File: src/rtl/digit_cell_reader.sv
// Samples a 2x-scaled 5x5 seven-segment digit cell from a raster beam stream,
// decodes it once per frame and tracks how long the decoded digit stays unchanged.
module digit_cell_reader #(
    parameter int X0            = 16,
    parameter int Y0            = 0,
    parameter int STABLE_FRAMES = 2
) (
    input  logic       clk,
    input  logic       reset,
    input  logic       display_on,
    input  logic [8:0] hpos,
    input  logic [8:0] vpos,
    input  logic       pixel,
    output logic [6:0] seg_mask,
    output logic [3:0] digit,
    output logic       valid,
    output logic       error,
    output logic [3:0] stable_digit,
    output logic       stable_valid
);

    localparam logic [8:0] COL0_C    = 9'(X0);
    localparam logic [8:0] COL2_C    = 9'(X0 + 4);
    localparam logic [8:0] COL4_C    = 9'(X0 + 8);
    localparam logic [8:0] ROW0_C    = 9'(Y0);
    localparam logic [8:0] ROW1_C    = 9'(Y0 + 2);
    localparam logic [8:0] ROW2_C    = 9'(Y0 + 4);
    localparam logic [8:0] ROW3_C    = 9'(Y0 + 6);
    localparam logic [8:0] ROW4_C    = 9'(Y0 + 8);
    localparam logic [8:0] END_ROW_C = 9'(Y0 + 10);
    localparam logic [3:0] SF_C      = 4'(STABLE_FRAMES);

    typedef enum logic [1:0] {
        WAIT_TOP = 2'd0,
        CAPTURE  = 2'd1,
        DECODE   = 2'd2
    } state_t;

    // Seven-segment pattern to digit; anything unrecognised maps to 4'hF.
    function automatic logic [3:0] decode_digit(input logic [6:0] m);
        logic [3:0] d;
        case (m)
            7'b1111110: d = 4'd0;
            7'b0110000: d = 4'd1;
            7'b1101101: d = 4'd2;
            7'b1111001: d = 4'd3;
            7'b0110011: d = 4'd4;
            7'b1011011: d = 4'd5;
            7'b1011111: d = 4'd6;
            7'b1110000: d = 4'd7;
            7'b1111111: d = 4'd8;
            7'b1111011: d = 4'd9;
            default:    d = 4'hF;
        endcase
        return d;
    endfunction

    state_t     state_r, state_next_s;
    logic [6:0] acc_r, acc_next_s, acc_upd_s, hit_s;
    logic [3:0] cnt_r, cnt_next_s;
    logic [3:0] dec_digit_s;
    logic       dec_err_s, reach_s;
    logic       sample_s, top_s, end_s, abort_s;

    logic [6:0] seg_mask_r;
    logic [3:0] digit_r, stable_digit_r;
    logic       valid_r, error_r, stable_valid_r;

    assign sample_s = pixel & display_on;
    assign top_s    = (hpos == 9'd0) && (vpos == ROW0_C);
    assign end_s    = (hpos == 9'd0) && (vpos == END_ROW_C);
    assign abort_s  = (vpos < ROW0_C);

    // Which accumulator bit, if any, the beam position selects this cycle.
    always_comb begin
        hit_s    = 7'b0000000;
        hit_s[6] = (vpos == ROW0_C) && (hpos == COL2_C);
        hit_s[1] = (vpos == ROW1_C) && (hpos == COL0_C);
        hit_s[5] = (vpos == ROW1_C) && (hpos == COL4_C);
        hit_s[0] = (vpos == ROW2_C) && (hpos == COL2_C);
        hit_s[2] = (vpos == ROW3_C) && (hpos == COL0_C);
        hit_s[4] = (vpos == ROW3_C) && (hpos == COL4_C);
        hit_s[3] = (vpos == ROW4_C) && (hpos == COL2_C);
        acc_upd_s = (acc_r & ~hit_s) | ({7{sample_s}} & hit_s);
    end

    // Capture state machine: next state and accumulator contents.
    always_comb begin
        state_next_s = state_r;
        acc_next_s   = acc_r;
        case (state_r)
            WAIT_TOP: begin
                if (top_s) begin
                    state_next_s = CAPTURE;
                    acc_next_s   = 7'b0000000;
                end else begin
                    state_next_s = WAIT_TOP;
                end
            end
            CAPTURE: begin
                // End marker wins over everything; a fresh top marker re-arms.
                if (end_s) begin
                    state_next_s = DECODE;
                end else if (abort_s) begin
                    state_next_s = WAIT_TOP;
                end else if (top_s) begin
                    acc_next_s = 7'b0000000;
                end else begin
                    acc_next_s = acc_upd_s;
                end
            end
            DECODE: begin
                state_next_s = WAIT_TOP;
            end
            default: begin
                state_next_s = WAIT_TOP;
                acc_next_s   = 7'b0000000;
            end
        endcase
    end

    // State and accumulator registers.
    always_ff @(posedge clk or negedge reset) begin
        if (!reset) begin
            state_r <= WAIT_TOP;
            acc_r   <= 7'b0000000;
        end else begin
            state_r <= state_next_s;
            acc_r   <= acc_next_s;
        end
    end

    // Decode result and next stability count for the DECODE cycle.
    always_comb begin
        dec_digit_s = decode_digit(acc_r);
        dec_err_s   = (dec_digit_s == 4'hF);
        cnt_next_s  = 4'd0;
        if (dec_err_s) begin
            cnt_next_s = 4'd0;
        end else if (dec_digit_s == digit_r) begin
            cnt_next_s = (cnt_r >= SF_C) ? SF_C : cnt_r + 4'd1;
        end else begin
            cnt_next_s = 4'd1;
        end
        reach_s = !dec_err_s && (cnt_next_s == SF_C);
    end

    // Output and stability registers, updated on the DECODE cycle only.
    always_ff @(posedge clk or negedge reset) begin
        if (!reset) begin
            seg_mask_r     <= 7'b0000000;
            digit_r        <= 4'hF;
            valid_r        <= 1'b0;
            error_r        <= 1'b0;
            cnt_r          <= 4'd0;
            stable_digit_r <= 4'hF;
            stable_valid_r <= 1'b0;
        end else begin
            valid_r <= (state_r == DECODE);
            if (state_r == DECODE) begin
                seg_mask_r     <= acc_r;
                digit_r        <= dec_digit_s;
                error_r        <= dec_err_s;
                cnt_r          <= cnt_next_s;
                stable_valid_r <= reach_s;
                if (reach_s) begin
                    stable_digit_r <= dec_digit_s;
                end
            end
        end
    end

    assign seg_mask     = seg_mask_r;
    assign digit        = digit_r;
    assign valid        = valid_r;
    assign error        = error_r;
    assign stable_digit = stable_digit_r;
    assign stable_valid = stable_valid_r;

endmodule

File: config.mk
export PLATFORM = sky130hd
export DESIGN_NAME = digit_cell_reader
export DESIGN_NICKNAME = d
export VERILOG_FILES = /design/src/rtl/digit_cell_reader.sv
export SDC_FILE = /design/constraint.sdc
export NUM_CORES = 1
export LEC_CHECK = 0
export CORE_MARGIN = 1.5
export CORE_UTILIZATION = 49
export DETAILED_ROUTE_END_ITERATION = 6
export GPL_ROUTABILITY_DRIVEN = 0
export GPL_TIMING_DRIVEN = 0
export PLACE_DENSITY = 0.9
export SLEW_MARGIN = 20
export SYNTH_ARGS = -nofsm -noshare
export SYNTH_HDL_FRONTEND = slang
export SYNTH_SLANG_ARGS = --single-unit
File: constraint.sdc
create_clock -name clk -period 2.7 [get_ports clk]
set_input_delay 0.54 -clock clk [delete_from_list [all_inputs] [get_ports clk]]
set_output_delay 0.54 -clock clk [all_outputs]
set_load 0.05 [all_outputs]
==> results.yml <==
status:
  status: "completed"
route:
  num_vias: 1417
  ant_nets: 0
  first_pass_iters: 4
  vias_per_cell: 5.268
  wl_per_cell_um: 12.60
  wl_mm: 3.390
  drcViolationCount: 0
  first_iter_violations: 61
setup_path:
  startpoint_type: "register"
  r2r_start: "acc_r[3]"
  r2r-end: "stable_digit[2]"
  crit_type: "reg -> reg"
  rr_worst_depth: 6
  critical_path_required_ns: 2.95
  worstPathArrival_ns: 2.75
  r2r_slack_ns: 0.20
  crit_fanout: 7
  critPathCaptureType: "register"
die:
  die_width_um: 61.95
  die_area_um2: 3838
  core_area_um2: 3337
  rows: 21
  pin_count: 40
  die_y_um: 61.95
  start_util_pct: 51.03
pwr:
  clock_power_share_pct: 36.7
  pwr_density_cell_nw_per_um2: 367.0
  totalPowerFinal_mw: 0.8127
  sequentialPowerShare_pct: 57.2
  power.static_leakage_nw: 0.9649
  switching_power_mw: 0.1647
  sw_frac_of_total_pct: 20.27
  ir_worst_vdd_mv: 0.2102
  p_int_mw: 0.6480
  combPwrFrac_pct: 6.1
timing:
  tightest_slew_ns: 0.6416
  max-slew-margin-rel_pct: 57.23
  setup-violations-final: 0
  min_period_ns: 2.498
  fin_hold_ws_ns: 0.2327
  fmax_mhz: 400.3
  drv_slew: 0
  fin_skew_ns: 0.009161
  rsz0062_at_grt: "false"
  timing.final.crit_share_pct: 92.53
  tns_ns: 0
  hold_viol: 0
flow_run:
  maxCapViolCount: 0
synthesis:
  yosys-top-cells-count: "40 x nand2_1, 23 x dfrtp_1, 18 x nor2_1"
  synth_edf_count: 0
  synth_top_area_share_pct: 33.80
  synth.distinct_cells: 44
  synth.area.top_cells: "dfrtp_1 34%, dfstp_2 12%, nand2_1 8.8%, mux2i_1 5.9%, nor2_1 4.0%"
  ys_seq_area_share_pct: 46.14
  synth-seq-cells: 31
  synth_cells: 176
  yosysWarningCount: 0
  synth_area_leader_cell: "dfrtp_1"
  avgSynthCellArea_um2: 9.675
  netlist_area_um2: 1703
  synthFlopType: "dfrtp_1"
  postSynth.asyncResetShare_pct: 100.0
  synth_nets: 200
  synth_most_common_cell: "nand2_1"
global_routing:
  grt_overflow: 0
  grt_max_degree: 32
  grt_pass1_wl_mm: 5.444
  antenna_found_initial: 0
  gr-usage-all-layers_pct: 19.30
  grt_pass1_vias: 1253
clock_tree:
  cts_setup_buffers: 0
  cts_tree: "done"
  clock_sinks: 31
  hold_buffers: 0
  cts_resized: 0
  root_buffer: "clkbuf_4"
  clk_latency_ns: 0.32
  path_clk_slew_ns: 0.09
  htreeDepth: 2
  numCtsBuffers: 5
  cts_buffer_depth: 2
place:
  placed_area_um2: 2146
  dpl.hpwl_mm: 2.561
  io_buffers: 39
worst_hold_path:
  hold_path_class: "in -> async"
final_layout:
  nets: 246
  fin_area_um2: 2215
  syn_to_final_growth_pct: 30.05
  antennaDiodeCount: 0
  drive_gt1_share_pct: 13.45
[worst max path at each step]
stage / start / cells after the start / slack [ns] / end
2_1_floorplan: acc_r[1] / 7 / 0.53 / stable_digit[2]
3_3_place_gp: acc_r[0] / 7 / 0.33 / stable_digit[2]
3_5_place_dp: acc_r[0] / 7 / 0.29 / stable_digit[2]
4_1_cts: acc_r[0] / 7 / 0.23 / stable_digit[2]
5_1_grt: acc_r[0] / 7 / 0.08 / stable_digit[1]
6_report: acc_r[3] / 6 / 0.20 / stable_digit[2]
[power by group through the flow]
stage               sequential (mW)  combinational, mW  clock (mW)
detailed placement            0.473             0.0504           0
global placement              0.473             0.0503           0
floorplan                     0.473            0.00798           0
global route                  0.465             0.0553       0.320
CTS                           0.465             0.0505       0.304
finish                        0.465             0.0497       0.298
[sequential cells by signal (all words and copies together) (netlist names)]
signal / flops
digit: 4
acc_r: 7
stable_valid: 1
valid: 1
error: 1
seg_mask: 7
cnt_r: 4
stable_digit: 4
state_r: 2
[layout make-up]
type                            instances  area, um2
Multi-Input combinational cell        133      859.6
Buffer                                  7      38.79
Timing Repair Buffer                   39      385.4
Sequential cell                        31      785.8
Fill cell                             299       1122
Clock buffer                            8      68.82
Tap cell                               46      57.56
Inverter                                5      18.77
[through the flow]
step / util (%) / worst slack [ns] / cells
finish: 66.37 / 0.2018 / 269
global route: 66.37 / 0.07616 / 269
detailed placement: 64.30 / 0.2878 / 261
CTS: 66.37 / 0.2251 / 269
floorplan: - / 0.5269 / 176
global placement: 64.45 / 0.3276 / 261
[worst max-delay path: stages, from the launching register on]
cell       delay (ns)
dfrtp_1          0.50
nand3_1          0.16
o32ai_1          0.50
xor2_1           0.18
a2111oi_4        0.46
o2111ai_4        0.28
mux2_4           0.36
[layer usage]
layer  GRT usage (%)  share of wire (%)  up-vias
met2           32.14                 50       29
met4           7.903                1.6        0
met5               0                  0        -
met3           4.141                2.8        4
li1                -                  -      709
met1           24.25                 46      675
[placed cells by master, fill, tap and decap left out, drive strengths merged, types with 3 or more instances in the layout]
| cell | synthesis | layout |
|---|---|---|
| clkdlybuf4s50 | 0 | 38 |
| and2 | 3 | 3 |
| nand4bb | 3 | 3 |
| dfstp | 8 | 8 |
| nor2 | 18 | 18 |
| clkbuf | 4 | 12 |
| nand3 | 5 | 5 |
| a21oi | 5 | 5 |
| mux2 | 3 | 3 |
| buf | 3 | 4 |
| nor4 | 4 | 4 |
| nor3b | 4 | 4 |
| dfrtp | 23 | 23 |
| nor3 | 5 | 5 |
| o21ai | 5 | 5 |
| inv | 5 | 5 |
| mux2i | 10 | 10 |
| nand2 | 40 | 40 |
[cell families (layout without fill, tap and decap cells)]
group	Yosys count	in the layout	synth area share, %
muxes	13	13	8.303
buffers and inverters	12	59	3.380
AOI/OAI and AO/OA	19	19	10.21
DFF	31	31	46.14
adders and majority gates	2	2	1.469
and+or+nand+nor	96	96	28.95
xor gates and xnor gates	3	3	1.543
No activity file was read; power rests on OpenSTA's default activity.
